**config.mk**
```make
export PLATFORM = sky130hd
export DESIGN_NAME = imem_loader
export DESIGN_NICKNAME = d
export VERILOG_FILES = /design/src/rtl/imem_loader_pkg.sv /design/src/rtl/imem_loader.sv
export SDC_FILE = /design/constraint.sdc
export NUM_CORES = 1
export LEC_CHECK = 0
export ABC_CLOCK_PERIOD_IN_PS = 4100
export BUFFER_PORTS_ARGS = -buffer_cell sky130_fd_sc_hd__buf_2
export CORE_MARGIN = 3
export CORE_UTILIZATION = 40
export DETAILED_ROUTE_END_ITERATION = 16
export PLACE_DENSITY = 0.64
export REMOVE_ABC_BUFFERS = 1
export SYNTH_ARGS = -nofsm -noshare
export SYNTH_HDL_FRONTEND = slang
export SYNTH_SLANG_ARGS = --single-unit
```
**constraint.sdc**
```tcl
create_clock -name i_clk -period 4.1 [get_ports i_clk]
set_clock_uncertainty 0.2 [all_clocks]
set_input_delay 0.41 -clock i_clk [delete_from_list [all_inputs] [get_ports i_clk]]
set_output_delay 0.41 -clock i_clk [all_outputs]
set_load 0.01 [all_outputs]
```
**src/rtl/imem_loader_pkg.sv**
```systemverilog
`default_nettype none
// ============================================================================
// Module      : imem_loader_pkg
// Description : Constants shared between the instruction-memory loader and the
//               instruction memory itself: memory geometry and the loader's
//               state encoding.
// Revision    : 1.0 - initial release
// ============================================================================
package imem_loader_pkg;

   // Instruction memory geometry (words of 32 bits)
   localparam int IMEM_DEPTH_WORDS = 2048;
   localparam int IMEM_ADDR_W      = 11;

   // Loader state encoding
   localparam int STATE_W = 2;
   typedef logic [STATE_W-1:0] ldr_state_t;

   localparam logic [STATE_W-1:0] ST_IDLE  = 2'd0;
   localparam logic [STATE_W-1:0] ST_RECV  = 2'd1;
   localparam logic [STATE_W-1:0] ST_WRITE = 2'd2;
   localparam logic [STATE_W-1:0] ST_DONE  = 2'd3;

endpackage : imem_loader_pkg
`default_nettype wire

```
**src/rtl/imem_loader.sv**
```systemverilog
`default_nettype none
// ============================================================================
// Module      : imem_loader
// Description : Byte-stream programmer for the instruction memory. Accepts a
//               length-prefixed stream of bytes over valid/ready, assembles
//               little-endian 32-bit words and writes one word per WRITE cycle.
//               The CPU is held while a load is in progress.
// Revision    : 1.0 - initial release
//
// Ports
//   i_clk         clock, rising edge
//   i_reset       asynchronous, active-low reset
//   i_start       one-cycle load request (honoured only in IDLE)
//   i_num_words   number of words to load, sampled with an accepted i_start
//   i_byte_valid  source presents a byte on i_byte_data
//   i_byte_data   stream byte
//   o_byte_ready  loader accepts a byte this cycle
//   o_we          instruction memory write strobe
//   o_waddr       word-aligned byte address of the write
//   o_wdata       assembled word
//   o_busy        load in progress
//   o_cpu_hold    keep the core held while high
//   o_done        one-cycle pulse after the final word write
//   o_err         sticky: last i_start carried an illegal count
//   o_checksum    XOR of all words written in the current/last load
// ============================================================================
module imem_loader
   import imem_loader_pkg::*;
#(
   parameter int DEPTH_WORDS = IMEM_DEPTH_WORDS,
   parameter int ADDR_W      = IMEM_ADDR_W
) (
   input  logic              i_clk,
   input  logic              i_reset,
   input  logic              i_start,
   input  logic [ADDR_W:0]   i_num_words,
   input  logic              i_byte_valid,
   input  logic [7:0]        i_byte_data,
   output logic              o_byte_ready,
   output logic              o_we,
   output logic [31:0]       o_waddr,
   output logic [31:0]       o_wdata,
   output logic              o_busy,
   output logic              o_cpu_hold,
   output logic              o_done,
   output logic              o_err,
   output logic [31:0]       o_checksum
);

   localparam logic [ADDR_W:0] MAX_COUNT = (ADDR_W+1)'(DEPTH_WORDS);

   ldr_state_t        state;
   logic [ADDR_W:0]   count;
   logic [ADDR_W-1:0] word_idx;
   logic [1:0]        byte_idx;
   logic [31:0]       word;
   logic [31:0]       checksum;
   logic              err;

   logic              count_legal;
   logic              byte_fire;
   logic              last_word;

   // Illegal counts (0 or larger than the memory) never leave IDLE, so the
   // word index can never run past DEPTH_WORDS-1.
   assign count_legal = (i_num_words != '0) && (i_num_words <= MAX_COUNT);

   // Ready is a pure decode of the registered state, so no input reaches an
   // output combinationally.
   assign byte_fire   = i_byte_valid && (state == ST_RECV);
   assign last_word   = ({1'b0, word_idx} == (count - 1'b1));

   always_ff @(posedge i_clk or negedge i_reset) begin
      if (!i_reset) begin
         state    <= ST_IDLE;
         count    <= '0;
         word_idx <= '0;
         byte_idx <= '0;
         word     <= '0;
         checksum <= '0;
         err      <= 1'b0;
      end else begin
         case (state)
            ST_IDLE: begin
               if (i_start) begin
                  if (count_legal) begin
                     count    <= i_num_words;
                     word_idx <= '0;
                     byte_idx <= '0;
                     checksum <= '0;
                     err      <= 1'b0;
                     state    <= ST_RECV;
                  end else begin
                     err      <= 1'b1;
                  end
               end
            end

            ST_RECV: begin
               if (byte_fire) begin
                  // Little-endian: byte k lands in bits [8k+7:8k]
                  word[8*byte_idx +: 8] <= i_byte_data;
                  byte_idx              <= byte_idx + 2'd1;
                  if (byte_idx == 2'd3) begin
                     state <= ST_WRITE;
                  end
               end
            end

            ST_WRITE: begin
               checksum <= checksum ^ word;
               byte_idx <= '0;
               if (last_word) begin
                  state <= ST_DONE;
               end else begin
                  word_idx <= word_idx + 1'b1;
                  state    <= ST_RECV;
               end
            end

            ST_DONE: begin
               state <= ST_IDLE;
            end

            default: begin
               state <= ST_IDLE;
            end
         endcase
      end
   end

   assign o_byte_ready = (state == ST_RECV);
   assign o_we         = (state == ST_WRITE);
   assign o_done       = (state == ST_DONE);
   assign o_busy       = (state != ST_IDLE);
   assign o_cpu_hold   = (state != ST_IDLE);
   assign o_waddr      = {{(32-ADDR_W-2){1'b0}}, word_idx, 2'b00};
   assign o_wdata      = word;
   assign o_err        = err;
   assign o_checksum   = checksum;

endmodule : imem_loader
`default_nettype wire

```
==> results of run 1 <==
synth_stat cells (all sizes together) (3+ instances only):
master / n
nand2: 46
nand3: 11
inv: 14
nor3: 7
dfrtp: 92
a22o: 32
nor2: 43
or2: 4
a21oi: 9
or3: 3
buf: 25
o41ai: 3
nor4: 7
ha: 12
mux2: 8
clkbuf: 14
xnor2: 8
mux2i: 5
nand4: 6
xor2: 38
a31oi: 3
o21ai: 14
and3: 6
or4: 4
power groups by stage:
stage / Clock (mW) / Combinational [mW] / Sequential [mW]
after floorplan: 0 / 0.761 / 1.53
after CTS: 0.940 / 1.34 / 1.49
after global placement: 0 / 1.30 / 1.49
final: 0.914 / 1.33 / 1.50
after global routing: 0.986 / 1.48 / 1.54
after detailed placement: 0 / 1.33 / 1.50
state kept, by name, summed over array words and instances, names as in the netlist:
name        cells
state           2
o_checksum     32
o_wdata        32
count          12
byte_idx        2
o_err           1
word_idx       11
per-layer routing:
layer / vias up / part of all wire
met5: - / 0
li1: 1685 / -
met2: 119 / 0.50
met4: 0 / 0.0034
met1: 1825 / 0.43
met3: 4 / 0.064
final cells by class:
| cell class | instances | area, um2 |
|---|---|---|
| timing repair buffer | 111 | 576 |
| fill | 1061 | 5450 |
| clock inverter | 3 | 68.8 |
| inverter | 14 | 52.6 |
| sequential | 92 | 2300 |
| tap | 140 | 175 |
| clock buffer | 12 | 267 |
| multi-input combinational | 313 | 2040 |
worst paths after layout:
kind	slack [ns]	cells after the start	to
min	0.009	1	o_checksum[27]
min in group i_clk	0.10	3	count[2]
max in group asynchronous	2.85	2	word_idx[9]
min reg2reg	0.31	2	o_err
max	0.85	7	word_idx[4]
max reg2reg	0.85	7	word_idx[4]
cell families after synthesis:
logic type / after synthesis / synth area share
DFF: 92 / 0.508
and+or+nand+nor: 152 / 0.163
buffers and inverters: 53 / 0.0638
xor gates and xnor gates: 46 / 0.0889
other: 1 / 0.000827
adders and majority gates: 12 / 0.0331
AOI/OAI and AO/OA: 69 / 0.112
muxes: 13 / 0.0309
==> run metrics, run 1 <==
kind of critical path=reg2reg; post-place instance area=0.00515 mm2; Pleak=2.81 nW; met1 Use GR=0.247; Final Slew Violations=0; DP Worst Slack=0.868 ns; clock power share=0.244; RSZ-0062 raised after global routing=no; initial core utilization=0.415; Post-CTS Resized=0; largest net degree at the start of global routing=75; final setup margin=0.851 ns; cell family with most CP delay=simple AND/OR/NAND/NOR gates; Seq/Total Area, Yosys=0.508; PwrDens=682 mW/mm2; switching power=1.40 mW; critical path, cell by cell=or4_4 > o41ai_1 > or4b_1 > or3_1 > o31a_1 > and3_1 > o21ai_0; vias in the first global route=3643; Int Pwr=2.34 mW; clock slew seen by the registers of the worst setup and hold paths=0.06 ns; synth unique cells=47; Worst Path Buf+Inv=0; most common cell after layout, fill and taps aside=buf_2; slowest stage delay, CP=0.53 ns; antenna diode count=0; Max Fanout on Critical Path=14; placed instance count=670; Routed WL=11.3 mm; top-area cell type share of the netlist area=0.508; Seq pwr share=0.400; die height=112 um; CP startpoint kind=flip-flop; Synth area leaders=dfrtp_1 (51%), xor2_1 (7.3%), a22o_1 (6.2%); Max Cap Viol=0; max_slew headroom=0.349; PortBufs=between 100 and 150; Total Power=between 3 and 4 mW; slowest cell on the critical path=or4_4; Worst VDD drop=roughly 0.00027 V; Fmax=308 MHz; Syn Inst Count=438; Final Util=0.501; Global Route Usage Sum=0.187; met3 Resource Use GR=0.0539; Avg Synthesized Cell Area=10.3 um2; CTS Buffer Depth=2; sw frac=0.374; initial DRC count=206; Worst setup startpoint=count[2]; GRT met2 Usage=0.304; Pre-antenna DRT Iters=5; Core ar.=0.0109 mm2; H-tree depth=3; Crit. End Element=flip-flop; Post-synth EDFFs=0; Synth Flop Type=dfrtp_1; row count=38; layout cells sized above 1=0.266; Via-to-Cell Ratio=about 5.3; dominant cell type by area after synthesis=dfrtp_1; mapped cell area=about 0.0045 mm2; Min Hold Slack=0.00859 ns; Die X=112 um; Yosys reg bits=a little over 90; wire length per cell=between 15 and 20 um; FFs w/ async S/R, synth=1.00; Congestion Overflow GR=0; outcome=complete, no violations; synth warn=0; worst min path class=in2async; reg2reg start=count[2]; number of buffers created by CTS=9; Via Count=3633; Req. time, crit path=4.15 ns; most frequent cells in the layout=buf_2 (103), dfrtp_1 (92), nand2_1 (46); Final ANT Viol Nets=0; Worst EP arrival=between 3 and 4 ns; RePlAce Congestion=0.782; Ports=126; worst skew pair latency=0.34 ns; Final Cycle Share=0.792; CTS Hold Bufs=0; gr busiest metal=met2; clk root buf=clkbuf_16; Comb power frac=0.356; DRC viols=0; final setup vio count=0; area delta synth->final=20.9%; Fin. Hold Viols=0; CTS Sinks=92; antenna violations before repair=0; Final nets=577; fin crit period=3.25 ns; Finished Layout Cells=685; Post-CTS Setup Repair Bufs=0; die area=0.0126 mm2; DP HPWL=roughly 8.0 mm; CTS tree=built; Final Cell Area=0.00548 mm2; Worst Tran Pin Value=~0.97 ns; total negative setup slack=0 ns; global-route wire length before repair=19.1 mm
(Power assumes the default switching activity.)
==> run 2, diff against run 1 <==
--- a/config.mk
+++ b/config.mk
@@ -5,12 +5,13 @@
 export SDC_FILE = /design/constraint.sdc
 export NUM_CORES = 1
 export LEC_CHECK = 0
-export ABC_CLOCK_PERIOD_IN_PS = 4100
+export ABC_AREA = 1
+export ABC_CLOCK_PERIOD_IN_PS = 3100
 export BUFFER_PORTS_ARGS = -buffer_cell sky130_fd_sc_hd__buf_2
 export CORE_MARGIN = 3
 export CORE_UTILIZATION = 40
 export DETAILED_ROUTE_END_ITERATION = 16
-export PLACE_DENSITY = 0.64
+export PLACE_DENSITY = 0.63
 export REMOVE_ABC_BUFFERS = 1
 export SYNTH_ARGS = -nofsm -noshare
 export SYNTH_HDL_FRONTEND = slang
==> constraint.sdc (replaced) <==
create_clock -name i_clk -period 3.1 [get_ports i_clk]
set_clock_uncertainty 0.2 [all_clocks]
set_input_delay 0.31 -clock i_clk [delete_from_list [all_inputs] [get_ports i_clk]]
set_output_delay 0.31 -clock i_clk [all_outputs]
set_load 0.01 [all_outputs]
==> run metrics, run 2 <==
global-route wire length before repair=21.1 mm; Min Hold Slack=-0.00103 ns; vias in the first global route=around 4300; CP startpoint kind=input port; area delta synth->final=18.7%; clk root buf=clkbuf_16; Die X=around 120 um; most frequent cells in the layout=nand2_1 (165), buf_2 (103), dfrtp_1 (92); Max Cap Viol=0; Final Cell Area=0.00599 mm2; PortBufs=104; Yosys reg bits=92; Pleak=3.29 nW; DP HPWL=between 9 and 10 mm; Via Count=4564; synth warn=0; Congestion Overflow GR=0; most common cell after layout, fill and taps aside=nand2_1; Seq/Total Area, Yosys=0.457; clock slew seen by the registers of the worst setup and hold paths=roughly 0.060 ns; wire length per cell=around 14 um; Worst Tran Pin Value=0.699 ns; Avg Synthesized Cell Area=between 7 and 8 um2; row count=40; Final Slew Violations=0; Synth Flop Type=dfrtp_1; Final ANT Viol Nets=0; # fillers=1156; DRC viols=0; final setup vio count=0; Synth area leaders=dfrtp_1 (46%), nand2_1 (12%), nand3_1 (6.0%); fin crit period=2.49 ns; antenna diode count=0; mapped cell area=between 0.005 and 0.006 mm2; post-place instance area=0.00563 mm2; RePlAce Congestion=0.871; dominant cell type by area after synthesis=dfrtp_1; top-area cell type share of the netlist area=0.457; H-tree depth=3; Worst VDD drop=0.000344 V; synth unique cells=29; outcome=finished, violations left; die area=0.0140 mm2; Global Route Usage Sum=0.182; RSZ-0062 raised after global routing=no; failing checks=hold timing; Req. time, crit path=3.17 ns; PwrDens=766 mW/mm2; most frequent cell after synthesis=nand2_1; number of buffers created by CTS=9; max_slew headroom=0.534; Post-synth EDFFs=0; WHS Path Cells=3; worst min path class=in2reg; Via-to-Cell Ratio=~4.9; Final Cycle Share=0.804; Fmax=401 MHz; CTS tree=built; final setup margin=a little over 0.6 ns; Max Fanout on Critical Path=19; Core ar.=0.0122 mm2; Syn Inst Count=about 650; die height=118 um; FFs w/ async S/R, synth=1.00; Fin. Hold Viols=1; Worst EP arrival=2.56 ns; Final nets=approximately 790; Crit. End Element=flip-flop; total negative setup slack=0 ns; Ports=126; Pre-antenna DRT Iters=4; CTS Sinks=between 90 and 100; worst skew pair latency=0.34 ns; largest net degree at the start of global routing=55; initial DRC count=170; Total Power=4.59 mW; DP Worst Slack=0.678 ns; initial core utilization=0.415; kind of critical path=in2reg; CTS Buffer Depth=2; synth cell count leaders=nand2_1 (165), dfrtp_1 (92), nor2_1 (69); antenna violations before repair=0; layout cells sized above 1=0.192; Routed WL=12.5 mm; Worst R2R Path Depth=8
## run 2: changes by cell type after synthesis, moves of 26 or more
cell     delta
xor2_1     -29
nand3_1    +49
nand2_1   +119
a22o_1     -32
o21ai_0    +46
inv_1      +30
nor2_1     +26
## run 2: critical path, cell delays in order
cell	delay [ns]
dlygate4sd3_1	0.54
buf_2	0.13
nor2_1	0.08
nand2_1	0.08
nor2_1	0.19
nand3_1	0.12
nand2_2	0.15
nor2_4	0.04
nand2_1	0.39
buf_4	0.35
nand2_1	0.08
nor2_1	0.10
## run 2: worst paths after layout
check / from / endpoint / slack, ns
min in group asynchronous: i_reset / o_checksum[7] / 0.34
worst min register to register: o_err / o_err / 0.33
max in group asynchronous: i_reset / count[4] / 1.69
worst max-delay path: i_num_words[2] / o_checksum[13] / 0.61
worst max register to register: state[0] / o_checksum[8] / 0.63
worst min-delay path: i_num_words[3] / count[3] / -0.001
## run 2: metrics by stage
| step | cells | util | hold WS [ns] |
|---|---|---|---|
| after floorplan | 623 | - | -0.186 |
| after global placement | 902 | 0.463 | 0.202 |
| after detailed placement | 902 | 0.463 | 0.203 |
| after CTS | 923 | 0.492 | 0.00182 |
| after global routing | 923 | 0.492 | 0.0126 |
| final | 923 | 0.492 | -0.00103 |
## run 2: cell families after synthesis
logic type                 count (synthesis)  share of synthesized area
and+or+nand+nor                          339                      0.293
AOI/OAI and AO/OA                         98                      0.102
DFF                                       92                      0.457
buffers and inverters                     90                     0.0916
xor gates and xnor gates                  14                     0.0243
adders and majority gates                 12                     0.0298
other                                      1                   0.000744
muxes                                      1                    0.00223
## run 2: repair_timing
action,4_1_cts,5_1_grt
setup endpoints to repair,0,0
endpoints found under the hold margin,58,0
hold buffers,6,0
setup buffers,0,0
resized for setup,0,0
## run 2: layer usage
layer  part of all wire  GRT usage
met5                  0          0
met4              0.016     0.0667
met3              0.057     0.0426
met2               0.46      0.285
met1               0.47      0.245
## run 2: layout make-up
cell class	instances	area, um2	area share
clock buffers	9	225	0.0376
clock inverters	6	73.8	0.0123
inverters	46	173	0.0288
multi-input cells	485	2350	0.393
flip-flops and latches	92	2300	0.385
well taps	168	210	0.0351
repair buffers	117	648	0.108
## run 2: where the power goes
group | internal (mW) | leakage (nW) | total, mW | switching (mW)
combinational | 0.592 | 1.91 | 1.74 | 1.15
sequential | 1.47 | 1.24 | 1.74 | 0.266
clock | 0.630 | 0.140 | 1.11 | 0.479
